**src/rtl/aes_add_round_key.sv**
```systemverilog
// AES-128 round-key addition: XORs each accepted state with the round key picked by
// an internal round counter, behind a one-deep registered valid/ready output stage.
module aes_add_round_key #(
    parameter int NR = 10,
    parameter int W  = 128
) (
    input  logic         clk,
    input  logic         rst_n,
    input  logic         key_wr_en,
    input  logic [3:0]   key_wr_idx,
    input  logic [W-1:0] key_wr_data,
    input  logic         in_valid,
    output logic         in_ready,
    input  logic         in_first,
    input  logic [W-1:0] in_state,
    output logic         out_valid,
    input  logic         out_ready,
    output logic [W-1:0] out_state,
    output logic [3:0]   out_round,
    output logic         out_last,
    output logic         seq_err
);
    localparam logic [3:0] NR_IDX = 4'(NR);

    logic [W-1:0] key_q [NR:0];
    logic [3:0]   rnd;
    logic         active;
    logic         accept;
    logic [3:0]   key_sel;
    logic         bad_seq;

    assign in_ready = !out_valid || out_ready;
    assign accept   = in_valid && in_ready;

    // Any in_first beat, or any beat while idle, is treated as round 0.
    always_comb begin
        key_sel = '0;
        bad_seq = 1'b0;
        if (active && !in_first)
            key_sel = rnd;
        if (active)
            bad_seq = in_first;
        else
            bad_seq = !in_first;
    end

    always_ff @(posedge clk) begin
        if (!rst_n) begin
            for (int i = 0; i <= NR; i++)
                key_q[i] <= '0;
            rnd       <= '0;
            active    <= 1'b0;
            out_valid <= 1'b0;
            out_state <= '0;
            out_round <= '0;
            out_last  <= 1'b0;
            seq_err   <= 1'b0;
        end else begin
            // Nonblocking write means a same-cycle accept still sees the old key.
            if (key_wr_en && key_wr_idx <= NR_IDX)
                key_q[key_wr_idx] <= key_wr_data;
            seq_err <= 1'b0;
            if (accept) begin
                out_valid <= 1'b1;
                out_state <= in_state ^ key_q[key_sel];
                out_round <= key_sel;
                out_last  <= (key_sel == NR_IDX);
                seq_err   <= bad_seq;
                if (key_sel == NR_IDX) begin
                    rnd    <= '0;
                    active <= 1'b0;
                end else begin
                    rnd    <= key_sel + 4'd1;
                    active <= 1'b1;
                end
            end else if (out_ready) begin
                out_valid <= 1'b0;
            end
        end
    end
endmodule

```
**config.mk**
```make
export PLATFORM = sky130hd
export DESIGN_NAME = aes_add_round_key
export DESIGN_NICKNAME = d
export VERILOG_FILES = /design/src/rtl/aes_add_round_key.sv
export SDC_FILE = /design/constraint.sdc
export NUM_CORES = 2
export LEC_CHECK = 0
export CORE_ASPECT_RATIO = 1.75
export CORE_MARGIN = 2
export CORE_UTILIZATION = 55
export CTS_BUF_LIST = sky130_fd_sc_hd__clkbuf_16
export DETAILED_ROUTE_END_ITERATION = 10
export GPL_TIMING_DRIVEN = 1
export PLACE_DENSITY = 0.76
export SLEW_MARGIN = 40
export SYNTH_ARGS = -nofsm -noshare
export SYNTH_HDL_FRONTEND = slang
export SYNTH_SLANG_ARGS = --single-unit
```
**constraint.sdc**
```tcl
create_clock -name clk -period 5.6 [get_ports clk]
set_input_delay 0.84 -clock clk [delete_from_list [all_inputs] [get_ports clk]]
set_output_delay 0.84 -clock clk [all_outputs]
set_load 0.005 [all_outputs]
```
== Yosys cells after proc, flatten, opt, wreduce, memory -nomap -nowiden ==
Memory sizes are Yosys's and may differ from the RTL's.
Cells that the tools add are included.

* Bits in registers: 140
* RAM bits: 1408
* Input port bits: 266
* Output and inout port bits: 136
* Word-level logic and storage cells: 34
* Memories kept: 1

{| class="wikitable"
|+ Memories
! name !! words !! width !! read ports !! clocked after memory_dff !! write ports !! line !! RTL
|-
| key_q || 11 || 128 || 1 || 0 || 11 || 25 || <nowiki>logic [W-1:0] key_q [NR:0];</nowiki>
|}

* Add/sub/neg operators: 1
* Magnitude comparators: 1
* Equality and inequality tests: 1
* Multiplexer cells: 13
* Bitwise operators: 1
* Reductions and logical operators: 9

{| class="wikitable"
|+ Operators by type and width
! cell !! number
|-
| 2-to-1 mux 128 bit || 1
|-
| OR reduction 128 bit || 1
|-
| bitwise XOR 128 bit || 1
|-
| 2-to-1 mux 4 bit || 3
|-
| 2-to-1 mux 1 bit || 9
|-
| adder 4 x 1 -> 4 bit (second input constant) || 1
|-
| == test 4 bit (second input constant) || 1
|-
| <= comparator 4 bit (second input constant) || 1
|-
| logical AND 1 bit || 3
|-
| logical NOT 1 bit || 2
|-
| AND reduction 2 bit || 1
|-
| nonzero test 2 bit || 1
|-
| logical OR 1 bit || 1
|}

== Logic depth before layout (Yosys ltp) ==
* Depth in word-level cells: 7
* Gate-level depth with buffers: 11
* Gate-level depth less buffers: 7

== Least setup slack after synthesis ==
No wires, ideal clock.

* Path kind: input-to-reg
* Start: input rst_n
* End: memory key_q[7][0] (enable)
* Data arrival time: 4.191 ns
* Data required time: 4.492 ns
* Path slack: 0.301 ns
* Cell stages on the path: 7
* Buffers on the path: 3
* Cells stage by stage: buf_2 and2_1 a21boi_2 nand4_1 clkbuf_1 clkbuf_1 nand2_1

{| class="wikitable"
|+ RTL lines
! element !! line !! RTL
|-
| from (decl) || 8 || <nowiki>input logic rst_n,</nowiki>
|-
| to (decl) || 25 ||
|}

== Final worst setup path ==
* Start: register rnd[0]
* End: register out_state[35]

* Word-level cells in the longest chain between the ends: 3

{| class="wikitable"
|+ Ends and longest elaborated chain
! element !! line !! RTL
|-
| from (decl) || 26 || <nowiki>logic [3:0] rnd;</nowiki>
|-
| from (signal assigned) || 73 || <nowiki>rnd <= key_sel + 4'd1;</nowiki>
|-
| 2-to-1 mux 4 bit || 39 || <nowiki>if (active && !in_first)</nowiki>
|-
| memory read (11 x 128 bit) || - ||
|-
| bitwise XOR 128 bit || 65 || <nowiki>out_state <= in_state ^ key_q[key_sel];</nowiki>
|-
| to (signal assigned) || 65 ||
|-
| to (decl) || 18 || <nowiki>output logic [W-1:0] out_state,</nowiki>
|}

No other way between the ends.
A chain may end at the register's enable or synchronous reset.

==> qor.csv <==
metric,value,unit
status,finished clean,
"Top FF cell, synth",edfxtp_1,
DRT iter0 DRCs,7459,
Critical R2R Launch,rnd[0],
Area Growth Syn to Fin,15.6,%
DR DRC count,0,
worst setup margin,2.07,ns
first-pass GRT wire length,412000,µm
Antenna Nets Post-Route,0,
HP Class,reg -> reg,
Min-Delay Path Depth,2,
share of cells above drive strength 1,5.18,%
hold endpoint,out_state[102],
"Core Util, Final",63.9,%
"top cells by area, synth","edfxtp_1, mux2i_1, dfxtp_1",
"area leader, netlist",edfxtp_1,
total of fill cells in the finished design,12500,
cell depth of the worst flop-to-flop path,8,
final setup fails,0,
FF-to-FF setup slack,2.07,ns
floorplan row count,200,
largest net degree at the start of global routing,136,
core area,0.169,mm²
critical path required time,6.36,ns
Die Y,550,µm
share of Yosys cell area claimed by the top area cell type,61.6,%
maxcap violations,0,
Worst-Skew Late Latency,0.85,ns
Setup Skew,0.0521,ns
Fin. Hold Viols,0,
RSZ-0062 raised after global routing,no,
highest clock rate,283,MHz
Post-CTS Setup Inserts,0,
leakage power,38.1,nW
antenna violations before repair,18,
Setup CP Type,reg -> reg,
Post-Syn Area,0.0937,mm²
worst slew pin tran,0.889,ns
DRT Pass-1 Iters,5,
H-tree depth,4,
PortBufs,401,
starting density of the core,55.3,%
Worst-path clk slew,0.07,ns
post-CTS sizing,0,
clk sinks,2188,
# hold bufs at CTS,0,
Routability Congestion,0.807,
"most common cell after layout, fill and taps aside",edfxtp_1,
WHS,0.454,ns
Total Die Area,0.174,mm²
post-synthesis sequential area ratio,67.3,%
ys async rst share,0,%
period utilization,63.1,%
WL/cell,27.3,µm
worst reg2reg endpoint,out_state[35],
Top-Level Pins,402,
grt ovf,0,
routed vias,65000,
CTS root buf,clkbuf_16,
setup TNS,0,ns
Via density,6.22,
Critical Path Start Type,flop,
"Max FO, Critical Path",86,
hpwl dp,155000,µm
CTS Buffer Depth,4,
number of flops mapped to enable cells by yosys,1920,
yosys synthesis warning count,0,
total CTS buffers,196,
CTS tree,done,
Slew Limit Headroom,40.7,%
"worst slack, placed",1.54,ns
Final nets,8340,
power per cell area,318,mW/mm²
CP endpoint kind,flop,
Final min period,3.53,ns
"commonest non-fill, non-tap cells in the layout","edfxtp_1, nor2_1, mux2i_1",
Die X,316,µm
Pwr Total,34.4,mW
total track usage,32.4,%
post-synthesis average cell area,12.7,µm²
synthesized instance count,7376,
Worst EP arrival,4.29,ns
final max-slew violation count,0,
vias in the first global route,65200,
synthesized flop and latch total,2188,
Worst VDD drop,0.000270,V
Hold Startpoint,out_state[102],
final WL,286000,µm
Synth cell types,42,
[how the worst max path moves through the flow]
stage / from / endpoint / slack, ns
after global routing: rnd[0] / out_state[34] / 1.94
after CTS: rnd[0] / out_state[55] / 2.12
final: rnd[0] / out_state[35] / 2.07
after floorplan: rst_n / key_q[7][0] / 0.30
after detailed placement: key_wr_en / key_q[7][69] / 1.54
after global placement: key_wr_en / key_q[7][71] / 1.62
[per-layer routing]
metal / track usage [%] / share of wire, % / routed length, µm / vias to the layer above
met5: 0.140 / 0.044 / 127 / -
met4: 15.8 / 5.2 / 14800 / 20
met3: 6.22 / 11 / 31800 / 971
met2: 54.4 / 48 / 138000 / 4212
met1: 40.1 / 35 / 100000 / 32100
li1: - / - / - / 27700
[report_power, final]
group          internal [mW]  switching [mW]  leakage [nW]
Combinational          0.942            1.68          14.5
Sequential              18.7           0.321          20.5
Clock                   6.92            5.83          3.13
[logic make-up (layout without fill, tap and decap cells)]
logic type	Yosys count	count (layout)	synth area share, %
AND/OR/NAND/NOR	2433	2433	12.1
flip-flops	2188	2188	67.3
AO/OA/AOI/OAI	1174	1174	8.71
buffers and inverters	811	1020	3.71
multiplexers	768	768	8.21
adder cells (fa/ha/maj)	1	1	0.0134
other	1	648	0.00400
[per-stage QoR]
step | instance area (µm²) | cells
2_1_floorplan | 96100 | 8015
5_1_grt | 108000 | 10400
6_report | 108000 | 10500
3_5_place_dp | 102000 | 10100
3_3_place_gp | 102000 | 10100
4_1_cts | 108000 | 10400
[area by class of cell]
class                      instances  area [µm²]  share of cell area [%]
timing repair buffer             540        6190                    5.72
clock inverter                   150         931                   0.860
sequential                      2188       63000                    58.2
antenna                            8        20.0                  0.0185
clock buffer                     199        4980                    4.60
inverter                         131         492                   0.454
tap                             2222        2780                    2.57
multi-input combinational       5016       29900                    27.6
[flip-flops by register name, indices dropped and copies added, names as in the netlist]
signal and flops:
key_q 2048, out_state 128, out_round 4, rnd 4, active 1, out_last 1
out_valid 1, seq_err 1
[cell usage after synthesis (129+ instances only)]
cell type,count
inv_1,131
nand2_1,346
mux2i_1,768
nand2b_1,130
nor2b_1,135
nand3_1,138
and3b_1,129
edfxtp_1,1920
dfxtp_1,268
nor2_1,1346
a22oi_1,257
clkbuf_1,475
a21oi_1,194
[critical path, stage by stage, from the launching register on]
cell and delay (ns):
dfxtp_4 0.83, buf_12 0.38, buf_16 0.41, buf_4 0.48, mux2i_1 0.13, a22oi_1 0.23, a22oi_1 0.19, or4_1 0.52
nand3_1 0.09
(Power assumes the default switching activity.)
